### src/rtl/gtech_logic_pkg.sv
// gtech_logic_pkg: MODE encoding and the per-bit inverted-B logic function used by gtech_logic_pipe
package gtech_logic_pkg;
  typedef enum logic [1:0] {
    MODE_OR_NOT   = 2'd0,
    MODE_AND_NOT  = 2'd1,
    MODE_XNOR_NOT = 2'd2,
    MODE_NOR_NOT  = 2'd3
  } mode_e;
  // single-bit operation; callers apply it across any width with a generate loop
  function automatic logic logic_op(input mode_e mode, input logic a, input logic b);
    logic nb;
    nb = ~b;
    return mode == MODE_OR_NOT  ? (a | nb) :
           mode == MODE_AND_NOT ? (a & nb) :
           mode == MODE_XNOR_NOT ? ~(a ^ nb) : ~(a | nb);
  endfunction
endpackage

### src/rtl/gtech_logic_stage.sv
// gtech_logic_stage: one valid/ready register stage of W-bit payload
//   CLK/RST: clock, sync active-high reset
//   i_valid/i_data: upstream payload; i_ready: downstream stage can take data
//   o_valid/o_data: registered payload
module gtech_logic_stage #(
  parameter int W = 8
) (
  input  logic         CLK,
  input  logic         RST,
  input  logic         i_valid,
  input  logic [W-1:0] i_data,
  input  logic         i_ready,
  output logic         o_valid,
  output logic [W-1:0] o_data
);
  logic         r_valid;
  logic [W-1:0] r_data;
  logic         w_load;
  assign w_load  = ~r_valid | i_ready;
  assign o_valid = r_valid;
  assign o_data  = r_data;
  always_ff @(posedge CLK) begin
    if (RST) begin
      r_valid <= 1'b0;
      r_data  <= '0;
    end else if (w_load) begin
      r_valid <= i_valid;
      if (i_valid) r_data <= i_data;
    end
  end
endmodule

### src/rtl/gtech_logic_pipe.sv
// gtech_logic_pipe: selectable inverted-B bitwise function feeding a STAGES-deep valid/ready pipeline
//   CLK/RST: clock, sync active-high reset
//   MODE/A/B/IN_VALID/IN_READY: input handshake; Z/OUT_VALID/OUT_READY: output handshake
//   XFER_CNT: wrapping count of accepted input transfers
//   GTECH_LOGIC_PIPE_PARITY_EN adds Z_PAR, the even parity of Z carried through the pipe alongside it
module gtech_logic_pipe
  import gtech_logic_pkg::*;
#(
  parameter int WIDTH  = 8,
  parameter int STAGES = 2,
  parameter int CNT_W  = 16
) (
  input  logic             CLK,
  input  logic             RST,
  input  logic [1:0]       MODE,
  input  logic             IN_VALID,
  output logic             IN_READY,
  input  logic [WIDTH-1:0] A,
  input  logic [WIDTH-1:0] B,
  output logic             OUT_VALID,
  input  logic             OUT_READY,
  output logic [WIDTH-1:0] Z,
`ifdef GTECH_LOGIC_PIPE_PARITY_EN
  output logic             Z_PAR,
`endif
  output logic [CNT_W-1:0] XFER_CNT
);
`ifdef GTECH_LOGIC_PIPE_PARITY_EN
  localparam int PW = WIDTH + 1;
`else
  localparam int PW = WIDTH;
`endif
  logic [WIDTH-1:0] w_op;
  logic [STAGES:0]  w_valid;
  logic [STAGES:0]  w_rdy;
  logic [PW-1:0]    w_data [STAGES+1];
  logic [CNT_W-1:0] r_xfer_cnt;
  for (genvar i = 0; i < WIDTH; i++) begin : g_op
    assign w_op[i] = logic_op(mode_e'(MODE), A[i], B[i]);
  end
`ifdef GTECH_LOGIC_PIPE_PARITY_EN
  assign w_data[0]    = {^w_op, w_op};
  assign {Z_PAR, Z}   = w_data[STAGES];
`else
  assign w_data[0]    = w_op;
  assign Z            = w_data[STAGES];
`endif
  assign w_valid[0]     = IN_VALID;
  assign w_rdy[STAGES]  = OUT_READY;
  for (genvar s = 0; s < STAGES; s++) begin : g_stage
    // ready_s unrolled over the registered valids: loads if any later stage is empty or the sink accepts
    assign w_rdy[s] = OUT_READY | ~&w_valid[STAGES:s+1];
    gtech_logic_stage #(.W(PW)) u_stage (
      .CLK     (CLK),
      .RST     (RST),
      .i_valid (w_valid[s]),
      .i_data  (w_data[s]),
      .i_ready (w_rdy[s+1]),
      .o_valid (w_valid[s+1]),
      .o_data  (w_data[s+1])
    );
  end
  assign IN_READY  = w_rdy[0] & ~RST;
  assign OUT_VALID = w_valid[STAGES];
  assign XFER_CNT  = r_xfer_cnt;
  always_ff @(posedge CLK)
    r_xfer_cnt <= RST ? '0 : r_xfer_cnt + CNT_W'(IN_VALID & IN_READY);
endmodule

### config.mk
export PLATFORM = sky130hd
export DESIGN_NAME = gtech_logic_pipe
export DESIGN_NICKNAME = d
export VERILOG_FILES = /design/src/rtl/gtech_logic_pkg.sv /design/src/rtl/gtech_logic_stage.sv /design/src/rtl/gtech_logic_pipe.sv
export SDC_FILE = /design/constraint.sdc
export NUM_CORES = 1
export LEC_CHECK = 0
export ABC_AREA = 0
export BUFFER_PORTS_ARGS = -buffer_cell sky130_fd_sc_hd__buf_4
export CAP_MARGIN = 20
export CELL_PAD_IN_SITES_DETAIL_PLACEMENT = 1
export CELL_PAD_IN_SITES_GLOBAL_PLACEMENT = 1
export CORE_MARGIN = 2
export CORE_UTILIZATION = 34
export DETAILED_ROUTE_END_ITERATION = 10
export GPL_ROUTABILITY_DRIVEN = 0
export PLACE_DENSITY = 0.74
export SLEW_MARGIN = 15
export SYNTH_ARGS = -nofsm -noshare
export SYNTH_HDL_FRONTEND = slang
export SYNTH_SLANG_ARGS = --single-unit
### constraint.sdc
create_clock -name CLK -period 2.6 [get_ports CLK]
set_input_delay 0.13 -clock CLK [delete_from_list [all_inputs] [get_ports CLK]]
set_output_delay 0.13 -clock CLK [all_outputs]
set_load 0.02 [all_outputs]
==> results of run 1 <==
==> layer usage <==
layer	part of all wire	vias to the layer above
li1	-	822
met1	0.46	763
met2	0.49	25
met3	0.038	5
met4	0.0085	0
met5	0	-
==> power breakdown <==
group	internal, mW	switching (mW)	total (mW)
logic	0.0729	0.0820	0.155
clock network	0.214	0.182	0.395
registers	0.537	0.00997	0.547
total	0.824	0.273	1.10
==> cell families (layout without fill, tap and decap cells) <==
kind of cell,Yosys count,after routing,share of synthesized area
fa+ha+maj,18,18,0.121
xor+xnor,12,12,0.0563
mux,11,11,0.0597
flops,34,34,0.365
simple gates,78,78,0.205
buf+inv,33,79,0.0697
compound gates,34,34,0.123
==> state kept, by name, indices dropped and copies added, names as in the netlist <==
| name | count |
|---|---|
| XFER_CNT | 16 |
| g_stage.u_stage.o_valid | 2 |
| g_stage.u_stage.o_data | 16 |
==> worst min path at each step <==
stage,startpoint,endpoint,slack [ps],cells past startpoint
floorplan,IN_VALID,g_stage[0].u_stage.o_valid$_SDFFE_PP0N_,250,2
finish,IN_VALID,g_stage[0].u_stage.o_valid$_SDFFE_PP0N_,110,3
global placement,IN_VALID,g_stage[0].u_stage.o_valid$_SDFFE_PP0N_,400,3
global route,IN_VALID,g_stage[0].u_stage.o_valid$_SDFFE_PP0N_,120,3
detailed placement,IN_VALID,g_stage[0].u_stage.o_valid$_SDFFE_PP0N_,400,3
CTS,IN_VALID,g_stage[0].u_stage.o_valid$_SDFFE_PP0N_,100,3
==> critical path: cells and delay by family, from the launching register on <==
kind | cells | cell delay [ps]
adder cells (fa/ha/maj) | 2 | 440
AND/OR/NAND/NOR | 6 | 860
flip-flops | 1 | 350
XOR/XNOR | 1 | 160
==> Yosys cell counts (2+ instances only) <==
master,n
inv_1,23
nor4_2,3
clkbuf_1,5
nor3_1,6
nand3_2,2
ha_1,18
xnor2_1,11
a211oi_1,7
nand4_2,2
nor2_1,41
a211o_1,7
mux2i_1,10
buf_2,5
nand2_1,12
dfxtp_1,34
nand3_1,4
a21oi_1,16
nor2b_1,4
==> through the flow <==
stage / total power [mW] / hold WS (ps) / utilization / instances / worst slack [ps]
2_1_floorplan: 0.657 / 251 / - / 220 / 538
3_3_place_gp: 0.712 / 402 / 0.436 / 328 / 759
3_5_place_dp: 0.718 / 401 / 0.436 / 328 / 666
6_report: 1.10 / 114 / 0.454 / 336 / 663
4_1_cts: 1.12 / 105 / 0.454 / 336 / 657
5_1_grt: 1.16 / 120 / 0.454 / 336 / 512
==> layout make-up <==
type,instances,area share
Timing Repair Buffer,48,0.153
Sequential cell,34,0.288
Clock buffer,7,0.0366
Inverter,23,0.0366
Clock inverter,1,0.00212
Tap cell,70,0.0371
Multi-Input combinational cell,153,0.447
==> flow_summary.toml, run 1 <==
[global_routing]
grt_max_degree = 38
grtUsageTotal = 0.146
grt_util_met3 = 0.0345
grt-busiest-layer = "met2"
grtUsageMet1 = 0.183
grt_pass1_wl_um = 7220
grt_pass1_vias = 1592
overflow = 0
use_met2 = 0.251
antenna_found_initial = 0

[final_layout]
fillers = 638
drive_gt1_frac = 0.237
final_cell_mix = "buf_4 (48), nor2_1 (41), dfxtp_1 (34), inv_1 (23), ha_1 (18)"
final_common_cell = "buf_4"
multi_input_area_um2 = 1050
syn_to_final_growth_pct = 26.6
stdcell_area_um2 = 2360
antenna_cells = 0
fin_nets = 305
area.sequential_um2 = 681

[synth]
synth.top_cell.area_share = 0.365
syn_avg_cell_area_um2 = 8.48
syn-num-nets = 260
synth_edf_count = 0
synthDistinctLibCells = 28
yosysSeqAreaShare = 0.365
synth_cells = 220
synthFlopType = "dfxtp_1"
syn_area_um2 = 1870
async_flop_share = 0
synth_top_area_cell = "dfxtp_1"
synth-seq-cells = 34
synth_area_leaders = "dfxtp_1 (36%), ha_1 (12%), nor2_1 (8.2%)"
yosys_warnings = 0

[timing]
finalSetupTns_ps = 0
fin_crit_sh = 0.745
slew_headroom = 0.742
rsz0062_at_grt = "no"
tightestPinTransition_ps = 386
final_hold_viol_count = 0
skew_ps = 2.34
max_freq_mhz = 516
min_period_ps = 1940
finalMaxSlewViolations = 0
setup_violations = 0

[clock_network]
clk_pin_slew_worst_paths_ps = 70
numClockSinks = 34
clockBufferDepth = 2
cts_made_buffers = 5
cts_resized = 0
clk_latency_ps = 280
cts_tree = "yes"
cts_setup_buffers = 0
root_buffer = "clkbuf_8"
cts_hold_buf = 0
htreeDepth = 2

[routing]
ant_nets = 0
routedWlPerCell_um = 11.9
drc_errors = 0
drtIter0Drc = 57
wl_um = 4000
vias = 1615
first_pass_iters = 4
vias_per_cell = 4.81

[floorplan]
die_w_um = 78.1
io_pins = 48
die_area_um2 = 6100
die_h_um = 78.1
initial_core_util = 0.358
num_rows = 26
fp.coreArea_um2 = 5200

[power_and_ir_drop]
power.density_nw_per_um2 = 465
power.static_leakage_nw = 1.11
ir_worst_vdd_mv = 0.253

[flow_run]
cap_violations = 0

[critical_path]
worst_setup_path_start_kind = "flop"
arrival_ps = 2090
cp_slowest_cell = "dfxtp_1"
r2r_setup_slack_ps = 660
rr_endpoint = "XFER_CNT[14]$_SDFF_PP0_"
critPathCapture = "XFER_CNT[14]$_SDFF_PP0_"
crit_type = "reg -> reg"
end_kind = "flop"
critPathMaxFanout = 7
r2r_start = "g_stage[0].u_stage.o_valid$_SDFFE_PP0N_"
rr_worst_depth = 9
cp.required_ps = 2760
path_cells = "nand3b_1 -> nand2_1 -> nor2_1 -> ha_1 -> ha_1 -> nand3_2 -> nor4_2 -> xnor2_1 -> nor2_1"
critical_path.startpoint = "g_stage[0].u_stage.o_valid$_SDFFE_PP0N_"
max_stage_delay_ps = 350

[placement]
dpl_cell_area_um2 = 2270
hpwl_um = 3000
io_buffer_count = 47

[run_status]
status = "finished clean"

[hold_path]
hold_class = "in -> reg"
Note: power is estimated with default switching activity, not from simulation.
==> inputs of run 2 (changes only) <==
==> constraint.sdc (replaced) <==
create_clock -name CLK -period 2 [get_ports CLK]
set_input_delay 0.1 -clock CLK [delete_from_list [all_inputs] [get_ports CLK]]
set_output_delay 0.1 -clock CLK [all_outputs]
set_load 0.02 [all_outputs]
==> run 2 against run 1 <==
Effect of this change: global-route usage up 0.75 points; clock power up 56%; combinational power up 32%; critical path type unchanged; critical endpoint is now XFER_CNT[6]$_SDFF_PP0_; largest cell class unchanged; largest power group unchanged.
==> flow_summary.toml, run 2 (synthesis gave the netlist of run 1 again) <==
[clock_network]
cts_tree = "yes"
clk_latency_ps = 280
cts_made_buffers = 5
clockBufferDepth = 2
htreeDepth = 2
root_buffer = "clkbuf_8"
clk_pin_slew_worst_paths_ps = 70
numClockSinks = 34
cts_hold_buf = 0

[critical_path]
max_stage_delay_ps = 380
crit_type = "reg -> reg"
cp_slowest_cell = "or3_1"
critPathMaxFanout = 7
end_kind = "flop"
worst_setup_path_start_kind = "flop"
crit_top_cell = "ha_2"
path_cells = "nand3b_1 -> nand2_1 -> nor2_2 -> ha_2 -> ha_2 -> nand3_4 -> or3_1 -> a21oi_1"
cp.required_ps = 2220
arrival_ps = 2040

[floorplan]
fp.coreArea_um2 = 5200
die_h_um = 78.1
io_pins = 48
die_area_um2 = 6100
num_rows = 26
die_w_um = 78.1
initial_core_util = 0.358

[flow_run]
cap_violations = 0

[final_layout]
fin_nets = 306
final_cell_mix = "buf_4 (49), nor2_1 (40), dfxtp_1 (33), inv_1 (23)"
final_common_cell = "buf_4"
drive_gt1_frac = 0.266
syn_to_final_growth_pct = 29.8
antenna_cells = 0

[routing]
ant_nets = 0
routedWlPerCell_um = 12.7
drc_errors = 0
wl_um = 4290
vias_per_cell = 4.85
first_pass_iters = 4
vias = 1635
drtIter0Drc = 60

[global_routing]
grt_pass1_wl_um = 7530
grtUsageTotal = 0.153
grt_max_degree = 37
overflow = 0
grt_pass1_vias = 1696
antenna_found_initial = 0

[timing]
final_hold_viol_count = 0
holdWs_ps = 59.4
max_freq_mhz = 551
min_period_ps = 1820
finalMaxSlewViolations = 0
fin_crit_sh = 0.908
finalSetupTns_ps = 0
setup_violations = 0
tightestPinTransition_ps = 378
slew_headroom = 0.747
skew_ps = 7.15
rsz0062_at_grt = "no"

[placement]
hpwl_um = 3180
io_buffer_count = 47

[power_and_ir_drop]
power.static_leakage_nw = 1.13
ir_worst_vdd_mv = 0.297
power.density_nw_per_um2 = 634

[hold_path]
hold_class = "in -> reg"

[run_status]
status = "finished clean"
run 2: timing repair:
action,in CTS,in global routing
buffers inserted,0,0
endpoints found under the setup margin,1,6
pin swaps,0,2
resized for setup,1,4
run 2: path summary, 6_finish.rpt:
kind,from,end,slack (ps),cells past startpoint
min reg2reg,g_stage[0].u_stage.o_data[6]$_SDFFE_PP0P_,g_stage[0].u_stage.o_data[6]$_SDFFE_PP0P_,450,2
max,g_stage[0].u_stage.o_valid$_SDFFE_PP0N_,XFER_CNT[6]$_SDFF_PP0_,180,8
min,IN_VALID,g_stage[0].u_stage.o_valid$_SDFFE_PP0N_,60,3
max reg2reg,g_stage[0].u_stage.o_valid$_SDFFE_PP0N_,XFER_CNT[6]$_SDFF_PP0_,180,8
run 2: per-layer routing:
metal	GRT usage	routed length [µm]	vias to the layer above
li1	-	-	822
met1	0.183	1960	778
met2	0.268	2130	29
met3	0.0310	145	6
met4	0.0614	61	0
met5	0	0	-
run 2: area by class of cell:
cell class,count,area (µm²)
inverter,23,86.3
sequential,34,682
multi-input combinational,153,1090
clock inverter,3,40.0
clock buffer,5,68.8
tap,70,87.6
fill,636,2780
timing repair buffer,49,368
run 2: stage by stage:
stage | total power [mW] | worst slack (ps) | utilization | instances | area [µm²]
after global placement | 0.928 | 176 | 0.439 | 329 | 2280
after global routing | 1.61 | 17.4 | 0.465 | 337 | 2420
final | 1.53 | 184 | 0.465 | 337 | 2420
after detailed placement | 0.936 | 20.0 | 0.439 | 329 | 2280
after CTS | 1.55 | 7.66 | 0.461 | 337 | 2400
after floorplan | 0.856 | 3.79 | - | 220 | 1870
run 2: worst max-delay path, delay by kind of cell, from the launching register on:
| kind | cells | cell delay, ps |
|---|---|---|
| flip-flops | 1 | 360 |
| adder cells (fa/ha/maj) | 2 | 430 |
| AND/OR/NAND/NOR | 5 | 830 |
| AO/OA/AOI/OAI | 1 | 140 |
run 2: report_power, final:
part	switching (mW)	internal, mW
sequential	0.0135	0.698
combinational	0.109	0.0964
clock	0.251	0.367
total	0.373	1.16
==> inputs of run 3 (changes only) <==
--- a/config.mk
+++ b/config.mk
@@ -11,10 +11,10 @@
 export CELL_PAD_IN_SITES_DETAIL_PLACEMENT = 1
 export CELL_PAD_IN_SITES_GLOBAL_PLACEMENT = 1
 export CORE_MARGIN = 2
-export CORE_UTILIZATION = 34
+export CORE_UTILIZATION = 38
 export DETAILED_ROUTE_END_ITERATION = 10
 export GPL_ROUTABILITY_DRIVEN = 0
-export PLACE_DENSITY = 0.74
+export PLACE_DENSITY = 0.81
 export SLEW_MARGIN = 15
 export SYNTH_ARGS = -nofsm -noshare
 export SYNTH_HDL_FRONTEND = slang
==> run 3 against run 2 <==
Effect of this change: power shrank 5.8%; first-iteration DRC count fell by 15%; count of clock-buffer cells in the layout grew 2; largest cell class unchanged; highest routed layer unchanged.
==> flow_summary.toml, run 3 (synthesis gave the netlist of run 1 again) <==
[run_status]
status = "finished clean"

[hold_path]
hold_class = "in -> reg"

[clock_network]
cts_setup_buffers = 0
clk_latency_ps = 290
root_buffer = "clkbuf_8"
cts_made_buffers = 5
htreeDepth = 2
cts_tree = "yes"
clockBufferDepth = 2
cts_hold_buf = 0
numClockSinks = 34
clk_pin_slew_worst_paths_ps = 70

[critical_path]
cp.required_ps = 2170
path_cells = "nand3b_1 -> nand2_1 -> nor2_1 -> ha_2 -> ha_2 -> nand3_4 -> nor4_4 -> xnor2_1 -> nor2_1"
worst_setup_path_start_kind = "flop"
r2r_start = "g_stage[0].u_stage.o_valid$_SDFFE_PP0N_"
critPathMaxFanout = 7
critPathCapture = "XFER_CNT[12]$_SDFF_PP0_"
max_stage_delay_ps = 350
critical_path.startpoint = "g_stage[0].u_stage.o_valid$_SDFFE_PP0N_"
crit_type = "reg -> reg"
rr_worst_depth = 9
critPathTopFamily = "simple AND/OR/NAND/NOR gates"
end_kind = "flop"
rr_endpoint = "XFER_CNT[12]$_SDFF_PP0_"
critPathBufInv = 0
cp_slowest_cell = "dfxtp_1"
arrival_ps = 1990
r2r_setup_slack_ps = 190
crit_cells = 9

[floorplan]
die_h_um = 74.1
die_area_um2 = 5490
initial_core_util = 0.395
num_rows = 25
die_w_um = 74.1
io_pins = 48
fp.coreArea_um2 = 4720

[global_routing]
grt_max_degree = 37
overflow = 0
antenna_found_initial = 0
grt_pass1_vias = 1569
grtUsageTotal = 0.167
grt_pass1_wl_um = 7060

[placement]
pre_cts_ws_ps = 117
dpl_cell_area_um2 = 2280
hpwl_um = 3070
io_buffer_count = 47
placed_cells = 326

[timing]
worst_slack_ps = 187
skew_ps = 6.57
holdWs_ps = 70.8
min_period_ps = 1810
setup_violations = 0
finalSetupTns_ps = 0
tightestPinTransition_ps = 386
fin_crit_sh = 0.907
final_hold_viol_count = 0
rsz0062_at_grt = "no"
max_freq_mhz = 551
slew_headroom = 0.742
finalMaxSlewViolations = 0

[final_layout]
antenna_cells = 0
final_cells = 334
utilization = 0.505
final_cell_mix = "buf_4 (49), nor2_1 (41), dfxtp_1 (33), inv_1 (23)"
drive_gt1_frac = 0.251
stdcell_area_um2 = 2390
syn_to_final_growth_pct = 28.0
final_common_cell = "buf_4"
fin_nets = 306

[power_and_ir_drop]
power.static_leakage_nw = 1.12
ir_worst_vdd_mv = 0.303
power.density_nw_per_um2 = 605
p_total_mw = 1.44

[routing]
wl_met3_um = 157
drtIter0Drc = 51
routedWlPerCell_um = 12.6
drc_errors = 0
wl_met2_um = 2030
wl_um = 4220
vias_per_cell = 4.81
vias = 1608
wl_met1_um = 1940
first_pass_iters = 3
highest_layer = "met4"
ant_nets = 0

[flow_run]
cap_violations = 0
## run 3: cell types whose count changed in the layout (fill, tap and decap cells not counted), sizes merged
cell	previous run	this run
clkbuf	5	7
bufinv	1	0
clkinv	2	1
## run 3: final cells by class
| class | instances | area [µm²] |
|---|---|---|
| tap | 67 | 83.8 |
| inverter | 23 | 86.3 |
| sequential | 34 | 682 |
| clock inverter | 1 | 5.00 |
| timing repair buffer | 49 | 368 |
| multi-input combinational | 153 | 1080 |
| fill | 584 | 2340 |
| clock buffer | 7 | 86.3 |
## run 3: tightest hold or removal path: cells and delay by family
family | cells | cell delay (ps)
buffers and inverters | 1 | 90
AND/OR/NAND/NOR | 2 | 130
## run 3: worst min path at each step
stage / from / to / slack (ps) / cells after the start
after floorplan: IN_VALID / g_stage[0].u_stage.o_valid$_SDFFE_PP0N_ / 220 / 2
after global placement: IN_VALID / g_stage[0].u_stage.o_valid$_SDFFE_PP0N_ / 370 / 3
after detailed placement: IN_VALID / g_stage[0].u_stage.o_valid$_SDFFE_PP0N_ / 360 / 3
after CTS: IN_VALID / g_stage[0].u_stage.o_valid$_SDFFE_PP0N_ / 60 / 3
after global routing: IN_VALID / g_stage[0].u_stage.o_valid$_SDFFE_PP0N_ / 80 / 3
final: IN_VALID / g_stage[0].u_stage.o_valid$_SDFFE_PP0N_ / 70 / 3
## run 3: metal layers
layer | GRT usage | up-vias
met4 | 0.0808 | 0
met2 | 0.277 | 28
met1 | 0.208 | 749
met3 | 0.0312 | 8
li1 | - | 823
met5 | 0 | -
## run 3: timing repair
action	in CTS	in global routing
endpoints found under the hold margin	0	0
setup endpoints to repair	0	3
gates resized for setup	0	2
## run 3: where the power goes
part	leakage (nW)	internal [mW]	switching, mW
registers	0.277	0.699	0.0136
clock network	0.0482	0.278	0.248
logic	0.798	0.0967	0.110
